--- config.mk ---
export PLATFORM = sky130hd
export DESIGN_NAME = trap_ctrl_flat
export DESIGN_NICKNAME = d
export VERILOG_FILES = /design/src/rtl/trap_ctrl_pkg.sv /design/src/rtl/trap_ctrl_if.sv /design/src/rtl/trap_ctrl.sv /design/src/flat_wrapper.sv
export SDC_FILE = /design/constraint.sdc
export NUM_CORES = 1
export LEC_CHECK = 0
export BUFFER_PORTS_ARGS = -buffer_cell sky130_fd_sc_hd__buf_2
export CAP_MARGIN = 25
export CORE_ASPECT_RATIO = 1.25
export CORE_MARGIN = 10
export CORE_UTILIZATION = 34
export DETAILED_ROUTE_END_ITERATION = 10
export GPL_TIMING_DRIVEN = 0
export PLACE_DENSITY = 0.78
export SLEW_MARGIN = 30
export SYNTH_ARGS = -nofsm -noshare
export SYNTH_HDL_FRONTEND = slang
export SYNTH_SLANG_ARGS = --single-unit
export TNS_END_PERCENT = 10
--- constraint.sdc ---
create_clock -name clk -period 1.6 [get_ports clk]
set_input_delay 0.16 -clock clk [delete_from_list [all_inputs] [get_ports clk]]
set_output_delay 0.16 -clock clk [all_outputs]
set_load 0.02 [all_outputs]
--- src/rtl/trap_ctrl_pkg.sv ---
// Shared encodings for the machine-mode trap sequencer: decoded instructions,
// exception causes, FSM states and the mstatus bit shuffles.
package trap_ctrl_pkg;

  localparam logic [31:0] INST_ECALL  = 32'h00000073;
  localparam logic [31:0] INST_EBREAK = 32'h00100073;
  localparam logic [31:0] INST_MRET   = 32'h30200073;

  localparam logic [31:0] CAUSE_ECALL_M = 32'd11;
  localparam logic [31:0] CAUSE_EBREAK  = 32'd3;

  typedef enum logic [2:0] {
    IDLE      = 3'd0,
    S_MEPC    = 3'd1,
    S_MCAUSE  = 3'd2,
    S_MSTATUS = 3'd3,
    S_JUMP    = 3'd4,
    M_RESTORE = 3'd5,
    M_JUMP    = 3'd6
  } trap_state_e;

  // Trap entry: MPIE takes the old MIE, MIE is cleared.
  function automatic logic [31:0] trap_mstatus(input logic [31:0] m);
    logic [31:0] r;
    r    = m;
    r[7] = m[3];
    r[3] = 1'b0;
    return r;
  endfunction

  // MRET: MIE takes MPIE back, MPIE is set.
  function automatic logic [31:0] mret_mstatus(input logic [31:0] m);
    logic [31:0] r;
    r    = m;
    r[3] = m[7];
    r[7] = 1'b1;
    return r;
  endfunction

endpackage

--- src/rtl/trap_ctrl_if.sv ---
// Decode-slot, CSR and pipeline-control bundle between the core and trap_ctrl.
interface trap_ctrl_if;

  logic [31:0] inst_i;
  logic [31:0] inst_addr_i;
  logic        jump_flag_i;
  logic [31:0] jump_addr_i;
  logic        irq_i;
  logic [31:0] mtvec_i;
  logic [31:0] mepc_i;
  logic [31:0] mstatus_i;

  logic        csr_we_o;
  logic [11:0] csr_waddr_o;
  logic [31:0] csr_wdata_o;
  logic        hold_flag_o;
  logic        jump_flag_o;
  logic [31:0] jump_addr_o;
  logic        busy_o;

  modport slave (
    input  inst_i, inst_addr_i, jump_flag_i, jump_addr_i, irq_i,
           mtvec_i, mepc_i, mstatus_i,
    output csr_we_o, csr_waddr_o, csr_wdata_o, hold_flag_o,
           jump_flag_o, jump_addr_o, busy_o
  );

  modport master (
    output inst_i, inst_addr_i, jump_flag_i, jump_addr_i, irq_i,
           mtvec_i, mepc_i, mstatus_i,
    input  csr_we_o, csr_waddr_o, csr_wdata_o, hold_flag_o,
           jump_flag_o, jump_addr_o, busy_o
  );

endinterface

--- src/rtl/trap_ctrl.sv ---
// Machine-mode trap sequencer: detects ECALL/EBREAK/MRET/irq, writes the trap
// CSRs one per cycle while holding the pipeline, then redirects the PC.
module trap_ctrl
  import trap_ctrl_pkg::*;
#(
  parameter logic [11:0] CSR_MSTATUS = 12'h300,
  parameter logic [11:0] CSR_MEPC    = 12'h341,
  parameter logic [11:0] CSR_MCAUSE  = 12'h342,
  parameter logic [31:0] IRQ_CAUSE   = 32'h8000000B
) (
  input logic        clk,
  input logic        rst,
  trap_ctrl_if.slave bus
);

  trap_state_e state, next_state;
  logic [31:0] saved_pc, saved_cause;

  logic        is_ecall, is_ebreak, is_mret;
  logic        trap_hit, mret_hit, irq_take;
  logic [31:0] capture_pc, capture_cause;

  // A flushed decode slot never counts as a hit.
  assign is_ecall  = (bus.inst_i == INST_ECALL);
  assign is_ebreak = (bus.inst_i == INST_EBREAK);
  assign is_mret   = (bus.inst_i == INST_MRET);
  assign trap_hit  = ~bus.jump_flag_i & (is_ecall | is_ebreak);
  assign mret_hit  = ~bus.jump_flag_i & is_mret;
  assign irq_take  = bus.irq_i & bus.mstatus_i[3] & (state == IDLE);

  // An interrupt resumes at whatever would have executed next.
  assign capture_pc    = trap_hit ? bus.inst_addr_i :
                         (bus.jump_flag_i ? bus.jump_addr_i : bus.inst_addr_i);
  assign capture_cause = trap_hit ? (is_ecall ? CAUSE_ECALL_M : CAUSE_EBREAK) : IRQ_CAUSE;

  always_ff @(posedge clk) begin
    if (!rst) begin
      state       <= IDLE;
      saved_pc    <= 32'h0;
      saved_cause <= 32'h0;
    end else begin
      state <= next_state;
      if (state == IDLE && next_state == S_MEPC) begin
        saved_pc    <= capture_pc;
        saved_cause <= capture_cause;
      end
    end
  end

  always_comb begin
    next_state = state;
    case (state)
      IDLE: begin
        if (trap_hit)      next_state = S_MEPC;
        else if (mret_hit) next_state = M_RESTORE;
        else if (irq_take) next_state = S_MEPC;
      end
      S_MEPC:    next_state = S_MCAUSE;
      S_MCAUSE:  next_state = S_MSTATUS;
      S_MSTATUS: next_state = S_JUMP;
      S_JUMP:    next_state = IDLE;
      M_RESTORE: next_state = M_JUMP;
      M_JUMP:    next_state = IDLE;
      default:   next_state = IDLE;
    endcase
  end

  // Outputs are forced quiet while reset is asserted, even mid-sequence.
  always_comb begin
    bus.csr_we_o    = 1'b0;
    bus.csr_waddr_o = 12'h0;
    bus.csr_wdata_o = 32'h0;
    bus.hold_flag_o = 1'b0;
    bus.jump_flag_o = 1'b0;
    bus.jump_addr_o = 32'h0;
    bus.busy_o      = 1'b0;
    if (rst) begin
      bus.hold_flag_o = (state != IDLE) || (next_state != IDLE);
      bus.busy_o      = (state != IDLE);
      case (state)
        S_MEPC: begin
          bus.csr_we_o    = 1'b1;
          bus.csr_waddr_o = CSR_MEPC;
          bus.csr_wdata_o = saved_pc;
        end
        S_MCAUSE: begin
          bus.csr_we_o    = 1'b1;
          bus.csr_waddr_o = CSR_MCAUSE;
          bus.csr_wdata_o = saved_cause;
        end
        S_MSTATUS: begin
          bus.csr_we_o    = 1'b1;
          bus.csr_waddr_o = CSR_MSTATUS;
          bus.csr_wdata_o = trap_mstatus(bus.mstatus_i);
        end
        S_JUMP: begin
          bus.jump_flag_o = 1'b1;
          bus.jump_addr_o = bus.mtvec_i & 32'hFFFF_FFFC;
        end
        M_RESTORE: begin
          bus.csr_we_o    = 1'b1;
          bus.csr_waddr_o = CSR_MSTATUS;
          bus.csr_wdata_o = mret_mstatus(bus.mstatus_i);
        end
        M_JUMP: begin
          bus.jump_flag_o = 1'b1;
          bus.jump_addr_o = bus.mepc_i;
        end
        default: ;
      endcase
    end
  end

endmodule
--- src/flat_wrapper.sv ---
// flat-port wrapper written by rule: the top's interface ports become plain ports
module trap_ctrl_flat import trap_ctrl_pkg::*;
#(
  parameter logic [11:0] CSR_MSTATUS = 12'h300,
  parameter logic [11:0] CSR_MEPC    = 12'h341,
  parameter logic [11:0] CSR_MCAUSE  = 12'h342,
  parameter logic [31:0] IRQ_CAUSE   = 32'h8000000B
)
  (clk, rst, bus_inst_i, bus_inst_addr_i, bus_jump_flag_i, bus_jump_addr_i, bus_irq_i, bus_mtvec_i, bus_mepc_i, bus_mstatus_i, bus_csr_we_o, bus_csr_waddr_o, bus_csr_wdata_o, bus_hold_flag_o, bus_jump_flag_o, bus_jump_addr_o, bus_busy_o);
  trap_ctrl_if bus_i ();
  input logic clk;
  input logic rst;
  input wire logic [$bits(bus_i.inst_i)-1:0] bus_inst_i;
  input wire logic [$bits(bus_i.inst_addr_i)-1:0] bus_inst_addr_i;
  input wire logic [$bits(bus_i.jump_flag_i)-1:0] bus_jump_flag_i;
  input wire logic [$bits(bus_i.jump_addr_i)-1:0] bus_jump_addr_i;
  input wire logic [$bits(bus_i.irq_i)-1:0] bus_irq_i;
  input wire logic [$bits(bus_i.mtvec_i)-1:0] bus_mtvec_i;
  input wire logic [$bits(bus_i.mepc_i)-1:0] bus_mepc_i;
  input wire logic [$bits(bus_i.mstatus_i)-1:0] bus_mstatus_i;
  output wire logic [$bits(bus_i.csr_we_o)-1:0] bus_csr_we_o;
  output wire logic [$bits(bus_i.csr_waddr_o)-1:0] bus_csr_waddr_o;
  output wire logic [$bits(bus_i.csr_wdata_o)-1:0] bus_csr_wdata_o;
  output wire logic [$bits(bus_i.hold_flag_o)-1:0] bus_hold_flag_o;
  output wire logic [$bits(bus_i.jump_flag_o)-1:0] bus_jump_flag_o;
  output wire logic [$bits(bus_i.jump_addr_o)-1:0] bus_jump_addr_o;
  output wire logic [$bits(bus_i.busy_o)-1:0] bus_busy_o;
  assign bus_i.inst_i = bus_inst_i;
  assign bus_i.inst_addr_i = bus_inst_addr_i;
  assign bus_i.jump_flag_i = bus_jump_flag_i;
  assign bus_i.jump_addr_i = bus_jump_addr_i;
  assign bus_i.irq_i = bus_irq_i;
  assign bus_i.mtvec_i = bus_mtvec_i;
  assign bus_i.mepc_i = bus_mepc_i;
  assign bus_i.mstatus_i = bus_mstatus_i;
  assign bus_csr_we_o = bus_i.csr_we_o;
  assign bus_csr_waddr_o = bus_i.csr_waddr_o;
  assign bus_csr_wdata_o = bus_i.csr_wdata_o;
  assign bus_hold_flag_o = bus_i.hold_flag_o;
  assign bus_jump_flag_o = bus_i.jump_flag_o;
  assign bus_jump_addr_o = bus_i.jump_addr_o;
  assign bus_busy_o = bus_i.busy_o;
  trap_ctrl #(.CSR_MSTATUS(CSR_MSTATUS), .CSR_MEPC(CSR_MEPC), .CSR_MCAUSE(CSR_MCAUSE), .IRQ_CAUSE(IRQ_CAUSE)) u_core (.clk(clk), .rst(rst), .bus(bus_i));
endmodule
### Yosys cells after proc, flatten, opt, wreduce, memory -nomap -nowiden

Cells that the tools add are included.

* bits in registers: 67
* bits of input ports: 196

* bitwise gates (word level): 6
* multiplexer cells: 20
* reductions and logical operators: 8
* equality and inequality tests: 10

Operators with widths (number)
* two-way mux 32 bit: 5
* case mux 32 bit (4 select lines): 1
* case mux 32 bit (2 select lines): 1
* == test 32 x 21 -> 1 bit, second input constant: 1
* == test 32 x 30 -> 1 bit, second input constant: 1
* == test 32 x 7 -> 1 bit, second input constant: 1
* case mux 10 bit (3 select lines): 1
* case mux 3 bit (5 select lines): 1
* two-way mux 12 bit: 1
* == test 3 bit, second input constant: 3
* two-way mux 3 bit: 3
* == test 3 x 1 -> 1 bit, second input constant: 2
* == test 3 x 2 -> 1 bit, second input constant: 2
* two-way mux 1 bit: 6
* nonzero test 3 bit: 2
* bitwise AND 1 bit: 4
* two-way mux 4 bit: 1
* OR reduction 2 bit: 2
* OR reduction 4 bit: 1
* zero test 3 bit: 1
* logical AND 1 bit: 1
* logical OR 1 bit: 1
* NOT 1 bit: 1
* bitwise OR 1 bit: 1

### Longest topological paths before layout

Gate-level depths: netlist (run 1).

* depth in word-level cells: 9
* mapped depth: 8
* mapped depth without buffers: 5

### Worst setup path before layout (run 1)

OpenSTA, ideal clock, no wires.

* kind: reg2out
* start point: register u_core.state[1]
* end point: output bus_csr_wdata_o[21]
* stages on the path, launching flop included: 8
* data required time: 1440 ps
* buffers on the path: 3
* arrival time: 1845 ps
* setup slack: -405 ps
* path through: dfxtp_1 clkbuf_1 nand2_1 a21boi_0 clkbuf_1 clkbuf_1 a22oi_1 nor2_1

* longest elaborated chain between the ends: 3
* elaborated cells on any way between the ends: 6
* classes of those cells: 4 x eq/ne; 2 x mux

RTL lines
* start, declared: RTL line trap_ctrl.sv:16 `trap_state_e state, next_state;`
* start signal, assigned: RTL line trap_ctrl.sv:42 `state <= next_state;`
* == test 3 bit, or another cell as far along: RTL line trap_ctrl.sv:80 `case (state)`
* case mux 32 bit (4 select lines) (*): RTL line trap_ctrl.sv:80
* two-way mux 32 bit (*): RTL line trap_ctrl.sv:77 `if (rst) begin`
* end, declared: RTL line flat_wrapper.sv:23 `output wire logic [$bits(bus_i.csr_wdata_o)-1:0] bus_csr_wdata_o;`

Every way passes the cells marked *; elsewhere a longest branch is shown, timed or not.

### Worst setup path after layout (run 1)

* start point: register u_core.state[1]
* end point: register u_core.saved_pc[19]

* longest elaborated chain between the ends: 8
* elaborated cells on any way between the ends: 12
* classes of those cells: 5 x eq/ne; 4 x mux; 1 x bitwise; 2 x reduce/logical

RTL lines
* zero test 3 bit: RTL line trap_ctrl.sv:29, trap_ctrl.sv:43, trap_ctrl.sv:52
* bitwise AND 1 bit: RTL line trap_ctrl.sv:29 `assign irq_take = bus.irq_i & bus.mstatus_i[3] & (state == IDLE);`
* two-way mux 3 bit: RTL line trap_ctrl.sv:56 `else if (irq_take) next_state = S_MEPC;`
* two-way mux 3 bit: RTL line trap_ctrl.sv:55 `else if (mret_hit) next_state = M_RESTORE;`
* two-way mux 3 bit: RTL line trap_ctrl.sv:54 `if (trap_hit) next_state = S_MEPC;`
* case mux 3 bit (5 select lines): RTL line trap_ctrl.sv:52 `case (state)`
* == test 3 x 1 -> 1 bit: RTL line trap_ctrl.sv:43 `if (state == IDLE && next_state == S_MEPC) begin`
* logical AND 1 bit (*): RTL line trap_ctrl.sv:43
* end signal, assigned: RTL line trap_ctrl.sv:44 `saved_pc <= capture_pc;`
* end, declared: RTL line trap_ctrl.sv:17 `logic [31:0] saved_pc, saved_cause;`

Marks and branches as above.
A chain may end at the register's enable or synchronous reset.

==> reports/metrics.cfg, run 1 <==
[routing]
drtAntennaViolNets=0
wirelength_um=16600
drt_iter0_drc=187
via_per_inst=5.27
dr.pass1.iters=4
via_count=4278
drc=0
wl_per_cell_um=20.5

[synth]
synthAdderAreaFrac=0
synth_commonest_cells=nor2_1, a22oi_1, nand2_1, dfxtp_1, mux2i_1
synth_area_leaders=dfxtp_1, a22oi_1, o221a_1
ys_seq_area_frac=0.253
synthFlopType=dfxtp_1
synth_xor_area_frac=0
synthArstFlopShare=0
syn_avg_cell_area_um2=8.02
synth_top_area_frac=0.253
netlist_area_um2=3010
synth_compound_area_frac=0.325
synth-seq-cells=38
synthCells=375
muxShareOfSynthArea=0.106
synth_edf_count=0
ys_types=41
yosysMostFrequentCell=nor2_1
synth-simple-area-share=0.220
synth_top_family_by_area=compound AO/OA/AOI/OAI gates
yosys_warnings=0
synth_area_leader_cell=dfxtp_1

[power]
leakagePower_nw=2.78
p_int_w=0.00295
p_clk_frac=0.222
seq_power_share=0.290
combPwrFrac=0.488
ir_drop_uv=433
cellPowerDensity_nw_per_um2=740
switchingPower_w=0.00154
power.share.switching=0.343

[global_routing]
grt_pass1_vias=4638
overflow=0
antenna_found_initial=1
grt_use_total=0.226
grt_pass1_wl_um=24400
grt_max_degree=14

[final_layout]
syn_to_final_growth_pct=101
layout-drive-gt1-share=0.657
nets=886
finish.instance_area_um2=6060
fillers=670

[timing]
fin_ws_ps=-308
finalClockSkew_ps=7.63
finalSetupViolations=106
hold_viol=0
fmaxAchievable_mhz=524
maxSlewViolCount=0
whs_ps=245
min_period_ps=1910
period_share=1.19
rsz0062_at_grt=yes
max_slew_margin=0.488
tightest_slew_ps=768
finalSetupTns_ps=-24620

[place]
gp_congestion=0.875
numPortBuffers=264
hpwl_um=12400
placed_area_um2=4630

[clocking]
cts_tree=yes
clkTransAtPathRegs_ps=90
cts_buffer_depth=2
cts_root_buffer=clkbuf_8
clock_insertion_delay_worst_skew_ps=290
cts_sinks=38
cts_made_buffers=5
cts_htree_levels=2

[critical_path]
cp_max_fo=5
max_stage_delay_ps=570
end_kind=register
startpoint_type=register
cp_data_required_time_ps=1830
critPathKind=register to register
timing.critical_path.slowest_stage_cell=or4_4
crit_chain=buf_6, nor2_4, nand2_2, or4_4, o31ai_4, buf_12, buf_8, o221a_1
arrival_ps=2140

[floorplanning]
dieArea_um2=13000
initial_core_util=0.348
die_y_um=125
floorplan.rows=38
core_area_um2=8650
fp.dieW_um=104
io_pins=276

[worst_hold_path]
min_path_type=primary input to register

[run]
maxCapViolCount=0

[run_status]
violations=negative setup slack
outcome=complete, but fails checks

==> cell families after synthesis <==
group           count (synthesis)
flops                          38
compound gates                114
other cells                     1
simple gates                  135
buf+inv                        55
mux                            32
==> critical path: cells and delay by family, from the launching register on <==
family / cells / cell delay (ps)
flip-flops: 1 / 370
AO/OA/AOI/OAI: 2 / 330
buffers and inverters: 3 / 420
AND/OR/NAND/NOR: 3 / 740
==> sequential cells by signal, indices dropped and copies added (netlist names) <==
signal              cells
u_core.saved_pc        32
u_core.saved_cause      3
u_core.state            3
==> what timing repair did <==
item	4_1_cts	5_1_grt
resized for setup	193	66
pin swaps	17	21
hold endpoints to repair	0	0
hold buffers	0	0
cloned	4	4
setup endpoints to repair	105	106
buffers inserted	19	14
==> through the flow <==
stage,utilization,worst slack [ps],cells,total power [W]
after floorplan,-,-105,381,0.00222
after global placement,0.535,-433,765,0.00273
after detailed placement,0.535,-453,765,0.00277
after CTS,0.654,-264,794,0.00425
after global routing,0.700,-352,812,0.00467
final,0.700,-308,812,0.00449
==> cells in the final DEF, fill, tap and decap left out, types with 7 or more instances in the layout <==
master and count:
a22oi_1 29, a22oi_2 32, buf_2 201, buf_4 61, buf_6 52, buf_8 15
clkbuf_1 7, clkbuf_8 8, conb_1 7, dfxtp_1 35, mux2i_1 32, nand2_1 37
nor2_1 24, nor2_2 36, o221a_1 31
==> per-layer routing <==
| metal | global-route usage | part of all wire | wire [um] | up-vias |
|---|---|---|---|---|
| li1 | - | - | - | 2019 |
| met2 | 0.430 | 0.54 | 9000 | 212 |
| met1 | 0.233 | 0.37 | 6100 | 2026 |
| met4 | 0.0689 | 0.017 | 284 | 0 |
| met3 | 0.0622 | 0.075 | 1240 | 21 |
| met5 | 0 | 0 | 0 | - |
==> power groups by stage <==
stage | Clock [W] | Sequential [W] | Combinational (W)
final | 0.000996 | 0.00130 | 0.00219
after global routing | 0.00102 | 0.00132 | 0.00234
after CTS | 0.000990 | 0.00128 | 0.00198
after detailed placement | 0 | 0.00129 | 0.00148
after global placement | 0 | 0.00128 | 0.00144
after floorplan | 0 | 0.00125 | 0.000969
==> layout make-up <==
type                       instances  area [um^2]  share of cell area
antenna                            1         2.50            0.000413
tap                              120          150              0.0248
clock inverter                     3         68.8              0.0114
sequential                        38          769               0.127
multi-input combinational        288         2380               0.393
buffer                            47          462              0.0762
timing repair buffer             305         2130               0.351
inverter                           5         31.3             0.00516
clock buffer                       5         68.8              0.0114
==> worst paths after layout <==
path	start	cells after the start	slack, ps	end
setup reg to reg	u_core.state[1]$_SDFF_PN0_	8	-310	u_core.saved_pc[19]$_SDFFE_PN0P_
hold / removal	bus_inst_i[20]	3	250	u_core.saved_cause[3]$_SDFFE_PN0P_
hold reg to reg	u_core.saved_cause[1]$_SDFFE_PN0P_	1	500	u_core.saved_cause[1]$_SDFFE_PN0P_
setup / recovery	u_core.state[1]$_SDFF_PN0_	8	-310	u_core.saved_pc[19]$_SDFFE_PN0P_
(Power assumes the default switching activity.)
==> run 2, diff against run 1 <==
--- a/config.mk
+++ b/config.mk
@@ -7,12 +7,11 @@
 export LEC_CHECK = 0
 export BUFFER_PORTS_ARGS = -buffer_cell sky130_fd_sc_hd__buf_2
 export CAP_MARGIN = 25
-export CORE_ASPECT_RATIO = 1.25
-export CORE_MARGIN = 10
-export CORE_UTILIZATION = 34
+export CORE_AREA = 10 10 100 102
 export DETAILED_ROUTE_END_ITERATION = 10
+export DIE_AREA = 0 0 110 112
 export GPL_TIMING_DRIVEN = 0
-export PLACE_DENSITY = 0.78
+export PLACE_DENSITY = 0.81
 export SLEW_MARGIN = 30
 export SYNTH_ARGS = -nofsm -noshare
 export SYNTH_HDL_FRONTEND = slang
==> constraint.sdc (replaced) <==
create_clock -name clk -period 2.5 [get_ports clk]
set_input_delay 0.25 -clock clk [delete_from_list [all_inputs] [get_ports clk]]
set_output_delay 0.25 -clock clk [all_outputs]
set_load 0.02 [all_outputs]
==> reports/metrics.cfg, run 2 (synthesis gave the netlist of run 1 again) <==
[critical_path]
critPathKind=register to output port
cp_data_required_time_ps=2250  ; +420 ps
startpoint_type=register
end_kind=output port
cp_max_fo=10  ; +5
arrival_ps=2090  ; -50 ps

[timing]
max_slew_margin=0.457  ; -0.0305
maxSlewViolCount=0  ; unchanged
period_share=0.936
finalClockSkew_ps=8.91  ; +1.28 ps
tightest_slew_ps=808  ; +39.5 ps
min_period_ps=2340
fmaxAchievable_mhz=427
finalSetupViolations=0  ; -100%
fin_ws_ps=160  ; +469 ps
hold_viol=0  ; unchanged

[routing]
drt_iter0_drc=203  ; +8.6%
wirelength_um=14800  ; -11%
via_count=4021  ; -6.0%
drc=0  ; unchanged
via_per_inst=5.30  ; +0.56%
wl_per_cell_um=19.4  ; -5.0%
drtAntennaViolNets=0  ; unchanged
dr.pass1.iters=6  ; +2

[clocking]
clock_insertion_delay_worst_skew_ps=290  ; about the same
cts_made_buffers=5  ; unchanged
cts_tree=yes
clkTransAtPathRegs_ps=80  ; about the same
cts_htree_levels=2  ; unchanged
cts_sinks=38  ; unchanged
cts_root_buffer=clkbuf_8
cts_buffer_depth=2  ; unchanged

[final_layout]
antennaDiodeCount=0  ; -1
nets=849  ; -4.2%
fillers=784  ; +17%
top_regs=u_core.saved_pc (32), u_core.saved_cause (3), u_core.state (3)
largest_register_ff_count=32  ; unchanged
syn_to_final_growth_pct=53.7
final_cell_mix=buf_2, nor2_1, a22oi_1, nand2_1, dfxtp_1
layout-drive-gt1-share=0.482  ; -0.175
top_register=u_core.saved_pc
mostFrequentLayoutCell=buf_2

[global_routing]
overflow=0  ; unchanged
grt_max_degree=13  ; -1
antenna_found_initial=0  ; -1
grt_use_total=0.221  ; -0.00429
grt_pass1_vias=4258  ; -8.2%
grt_pass1_wl_um=22200  ; -9.1%

[floorplanning]
io_pins=276  ; unchanged
floorplan.rows=33  ; -13%
die_y_um=112  ; -11%
initial_core_util=0.374  ; +0.0260
dieArea_um2=12300  ; -5.5%
core_area_um2=8050  ; -7.0%
fp.dieW_um=110  ; +5.6%

[run_status]
outcome=complete, no violations

[worst_hold_path]
min_path_type=primary input to register

[run]
maxCapViolCount=0  ; unchanged

[power]
cellPowerDensity_nw_per_um2=477  ; -36%
leakagePower_nw=2.35  ; -16%
total_power_w=0.00220  ; -51%
ir_drop_uv=248  ; -43%

[place]
hpwl_um=12700  ; +2.5%
numPortBuffers=264  ; unchanged
place_ws_ps=-176  ; +276 ps
gp_congestion=0.989  ; +13%

## run 2: cell count changes in the layout (fill, tap and decap cells not counted), sizes merged
cell / before / now
buf: 335 / 285
bufinv: 2 / 0
clkbuf: 22 / 36
clkinvlp: 0 / 1
diode: 1 / 0
## run 2: final timing paths
kind,from,endpoint,slack (ps),cells past startpoint
setup / recovery,u_core.state[1]$_SDFF_PN0_,bus_jump_addr_o[22],160,8
hold / removal,bus_inst_i[20],u_core.saved_cause[3]$_SDFFE_PN0P_,330,3
setup reg to reg,u_core.state[0]$_SDFF_PN0_,u_core.saved_pc[14]$_SDFFE_PN0P_,420,5
hold reg to reg,u_core.saved_cause[1]$_SDFFE_PN0P_,u_core.saved_cause[1]$_SDFFE_PN0P_,490,1
## run 2: critical path, stage by stage (launching register included)
cell	delay (ps)
dfxtp_1	350
clkbuf_4	210
nor2b_1	210
and2_1	160
clkbuf_1	200
clkbuf_4	250
a22oi_1	130
nor2_1	120
buf_2	170
## run 2: per-stage QoR
stage          cell area, um^2  std cells  utilization  hold WS, ps  setup TNS (ps)
6_report                  4620        759        0.574          325               0
5_1_grt                   4620        759        0.574          351           -4.37
4_1_cts                   4600        759        0.572          331           -22.6
3_5_place_dp              4480        750        0.557          462           -1260
3_3_place_gp              4480        750        0.557          447            -673
2_1_floorplan             3030        381            -          441               0
## run 2: what timing repair did
item	in CTS	in global routing
setup buffers	1	0
setup endpoints to repair	64	51
gates cloned	0	0
resized for setup	11	17
hold buffers	0	0
## run 2: metal layers
layer | global-route usage | vias to the layer above | wire length (um)
li1 | - | 1943 | -
met1 | 0.267 | 1861 | 5810
met4 | 0.0556 | 0 | 259
met5 | 0 | - | 0
met3 | 0.0531 | 20 | 1340
met2 | 0.380 | 197 | 7350
## run 2: area by class of cell
| class | count | area [um^2] | area share |
|---|---|---|---|
| Timing Repair Buffer | 265 | 1330 | 0.287 |
| Tap cell | 105 | 131 | 0.0284 |
| Clock buffer | 6 | 82.6 | 0.0179 |
| Clock inverter | 2 | 12.5 | 0.00271 |
| Multi-Input combinational cell | 288 | 2000 | 0.432 |
| Buffer | 50 | 290 | 0.0628 |
| Sequential cell | 38 | 761 | 0.165 |
| Inverter | 5 | 18.8 | 0.00406 |
## run 2: power by group
| group | leakage, nW | internal [W] | switching [W] |
|---|---|---|---|
| Sequential | 0.315 | 0.000736 | 0.0000786 |
| Clock | 0.0472 | 0.000222 | 0.000223 |
| Combinational | 1.99 | 0.000430 | 0.000514 |
==> run 3, diff against run 2 <==
--- a/config.mk
+++ b/config.mk
@@ -5,13 +5,15 @@
 export SDC_FILE = /design/constraint.sdc
 export NUM_CORES = 1
 export LEC_CHECK = 0
+export ABC_AREA = 1
 export BUFFER_PORTS_ARGS = -buffer_cell sky130_fd_sc_hd__buf_2
 export CAP_MARGIN = 25
-export CORE_AREA = 10 10 100 102
+export CORE_ASPECT_RATIO = 1.25
+export CORE_MARGIN = 10
+export CORE_UTILIZATION = 43
 export DETAILED_ROUTE_END_ITERATION = 10
-export DIE_AREA = 0 0 110 112
 export GPL_TIMING_DRIVEN = 0
-export PLACE_DENSITY = 0.81
+export PLACE_DENSITY = 0.88
 export SLEW_MARGIN = 30
 export SYNTH_ARGS = -nofsm -noshare
 export SYNTH_HDL_FRONTEND = slang
==> reports/metrics.cfg, run 3 <==
[final_layout]
top_regs=u_core.saved_pc (32), u_core.saved_cause (3), u_core.state (3)
largest_register_ff_count=32  ; unchanged
final_cell_mix=buf_2, nand2_1, nor2_1, nand3_1, inv_1
top_register=u_core.saved_pc
layout-drive-gt1-share=0.335  ; -0.146
mostFrequentLayoutCell=buf_2
nets=1102  ; +30%
syn_to_final_growth_pct=47.2
fin_util=0.659  ; +0.0850

[floorplanning]
die_y_um=119  ; +6.0%
floorplan.rows=35  ; +6.1%
io_pins=276  ; unchanged
core_area_um2=7490  ; -7.0%
dieArea_um2=11800  ; -4.6%
initial_core_util=0.448  ; +0.0742
fp.dieW_um=99.0  ; -10%

[timing]
tightest_slew_ps=714  ; -94.1 ps
fin_ws_ps=129  ; -30.8 ps
maxSlewViolCount=0  ; unchanged
whs_ps=271  ; -54.1 ps
min_period_ps=2370  ; +30.8 ps
hold_viol=0  ; unchanged
finalSetupViolations=0  ; unchanged
finalClockSkew_ps=8.16  ; -0.749 ps
max_slew_margin=0.521  ; +0.0632
period_share=0.948  ; +0.0123
fmaxAchievable_mhz=422  ; -1.3%
finalSetupTns_ps=0  ; unchanged

[place]
hpwl_um=13000  ; +2.8%
gp_congestion=0.976  ; -1.3%
numPortBuffers=264  ; unchanged
place_ws_ps=401  ; +578 ps

[critical_path]
crit_family=buffers and inverters
timing.critical_path.slowest_stage_cell=dfxtp_1
crit_chain=nand2_1, nor2_2, buf_2, inv_1, o22ai_1, o21ai_0, inv_1, buf_2
worst-path-buf-inv=4  ; unchanged
startpoint_type=register
cp_max_fo=10  ; unchanged
critPathKind=register to output port
end_kind=output port
max_stage_delay_ps=470  ; +120 ps
arrival_ps=2120  ; +30 ps
cp_data_required_time_ps=2250  ; about the same

[routing]
drtAntennaViolNets=0  ; unchanged
drc=0  ; unchanged
wirelength_um=15200  ; +3.1%
via_count=4858  ; +21%
drt_iter0_drc=243  ; +20%
via_per_inst=4.84  ; -8.6%
dr.pass1.iters=5  ; -1
wl_per_cell_um=15.2  ; -22%

[power]
leakagePower_nw=2.88  ; +23%
ir_drop_uv=457  ; +85%
cellPowerDensity_nw_per_um2=487  ; +2.1%

[global_routing]
grt_max_degree=13  ; unchanged
overflow=0  ; unchanged
grt_use_total=0.240  ; +0.0189
grt_pass1_wl_um=23600  ; +6.4%
grt_pass1_vias=4923  ; +16%
antenna_found_initial=4  ; +4

[clocking]
cts_tree=yes
cts_root_buffer=clkbuf_8
clkTransAtPathRegs_ps=80  ; about the same
postCtsHoldBufs=0  ; unchanged
cts_buffer_depth=2  ; unchanged
cts_htree_levels=2  ; unchanged
cts_sinks=38  ; unchanged
clock_insertion_delay_worst_skew_ps=290  ; about the same
cts_made_buffers=5  ; unchanged
postCtsSetupBuffers=0  ; -1

[synth]
synthFlopType=dfxtp_1
synth_area_leader_cell=dfxtp_1
synth_commonest_cells=nand2_1, nor2_1, nand3_1, inv_1, dfxtp_1
yosysMostFrequentCell=nand2_1
netlist_area_um2=3350  ; +11%
ys_seq_area_frac=0.227  ; -0.0260
ys_types=24  ; -41%
synth_area_leaders=dfxtp_1, nand2_1, nor2_1
synthCells=629  ; +68%
syn_avg_cell_area_um2=5.33  ; -34%
synth_top_area_frac=0.227  ; -0.0260
synthArstFlopShare=0  ; unchanged
synth_edf_count=0  ; unchanged
yosys_warnings=0  ; unchanged
synth-seq-cells=38  ; unchanged

[run]
maxCapViolCount=0  ; unchanged

[worst_hold_path]
min_path_type=primary input to register

[run_status]
outcome=complete, no violations

run 3: final cells by class:
class | instances | area, um^2
Clock buffer | 5 | 68.8
Multi-Input combinational cell | 478 | 2100
Sequential cell | 38 | 761
Antenna cell | 4 | 10.0
Inverter | 66 | 248
Buffer | 53 | 274
Clock inverter | 3 | 40.0
Fill cell | 780 | 2550
Tap cell | 92 | 115
Timing Repair Buffer | 264 | 1320
run 3: where the power goes:
part           switching, W  total (W)  internal (W)
Sequential        0.0000713   0.000801      0.000730
Clock              0.000225   0.000519      0.000294
Combinational      0.000669    0.00108      0.000413
run 3: cell families (layout without fill, tap and decap cells):
group,after synthesis,after routing,share of synthesized area
AOI/OAI and AO/OA,70,70,0.128
buffers and inverters,119,391,0.156
DFF,38,38,0.227
other,1,11,0.00112
and+or+nand+nor,401,401,0.488
run 3: worst paths after layout:
check	cells past startpoint	startpoint	end	slack (ps)
max reg2reg	10	u_core.state[1]$_SDFF_PN0_	u_core.saved_pc[30]$_SDFFE_PN0P_	870
min	5	bus_inst_addr_i[14]	u_core.saved_pc[14]$_SDFFE_PN0P_	270
min reg2reg	2	u_core.saved_cause[31]$_SDFFE_PN0P_	u_core.saved_cause[31]$_SDFFE_PN0P_	470
max	8	u_core.state[0]$_SDFF_PN0_	bus_csr_wdata_o[3]	130
run 3: per-stage QoR:
step	std cells	area, um^2	power (W)
after floorplan	635	3380	0.00151
after global placement	991	4810	0.00187
after detailed placement	991	4810	0.00189
after CTS	999	4920	0.00240
after global routing	1001	4930	0.00260
final	1003	4940	0.00240
run 3: routing by layer:
| layer | GRT usage | vias up | wire, um |
|---|---|---|---|
| li1 | - | 2518 | - |
| met1 | 0.240 | 2079 | 5360 |
| met2 | 0.447 | 235 | 7830 |
| met3 | 0.0880 | 24 | 1700 |
| met4 | 0.0709 | 2 | 303 |
| met5 | 0 | - | 13 |
run 3: worst register-to-register path: stages, from the launching register on:
cell     delay, ps
dfxtp_1        370
nor2_4         220
inv_2           60
nor2_4         120
inv_2           30
nor2_1         140
nand2_2        120
buf_6          170
buf_6          140
nor2_1         100
nor2_1          50
run 3: timing repair:
item,CTS,global route
endpoints found under the hold margin,0,0
setup endpoints to repair,0,17
resized for setup,0,2
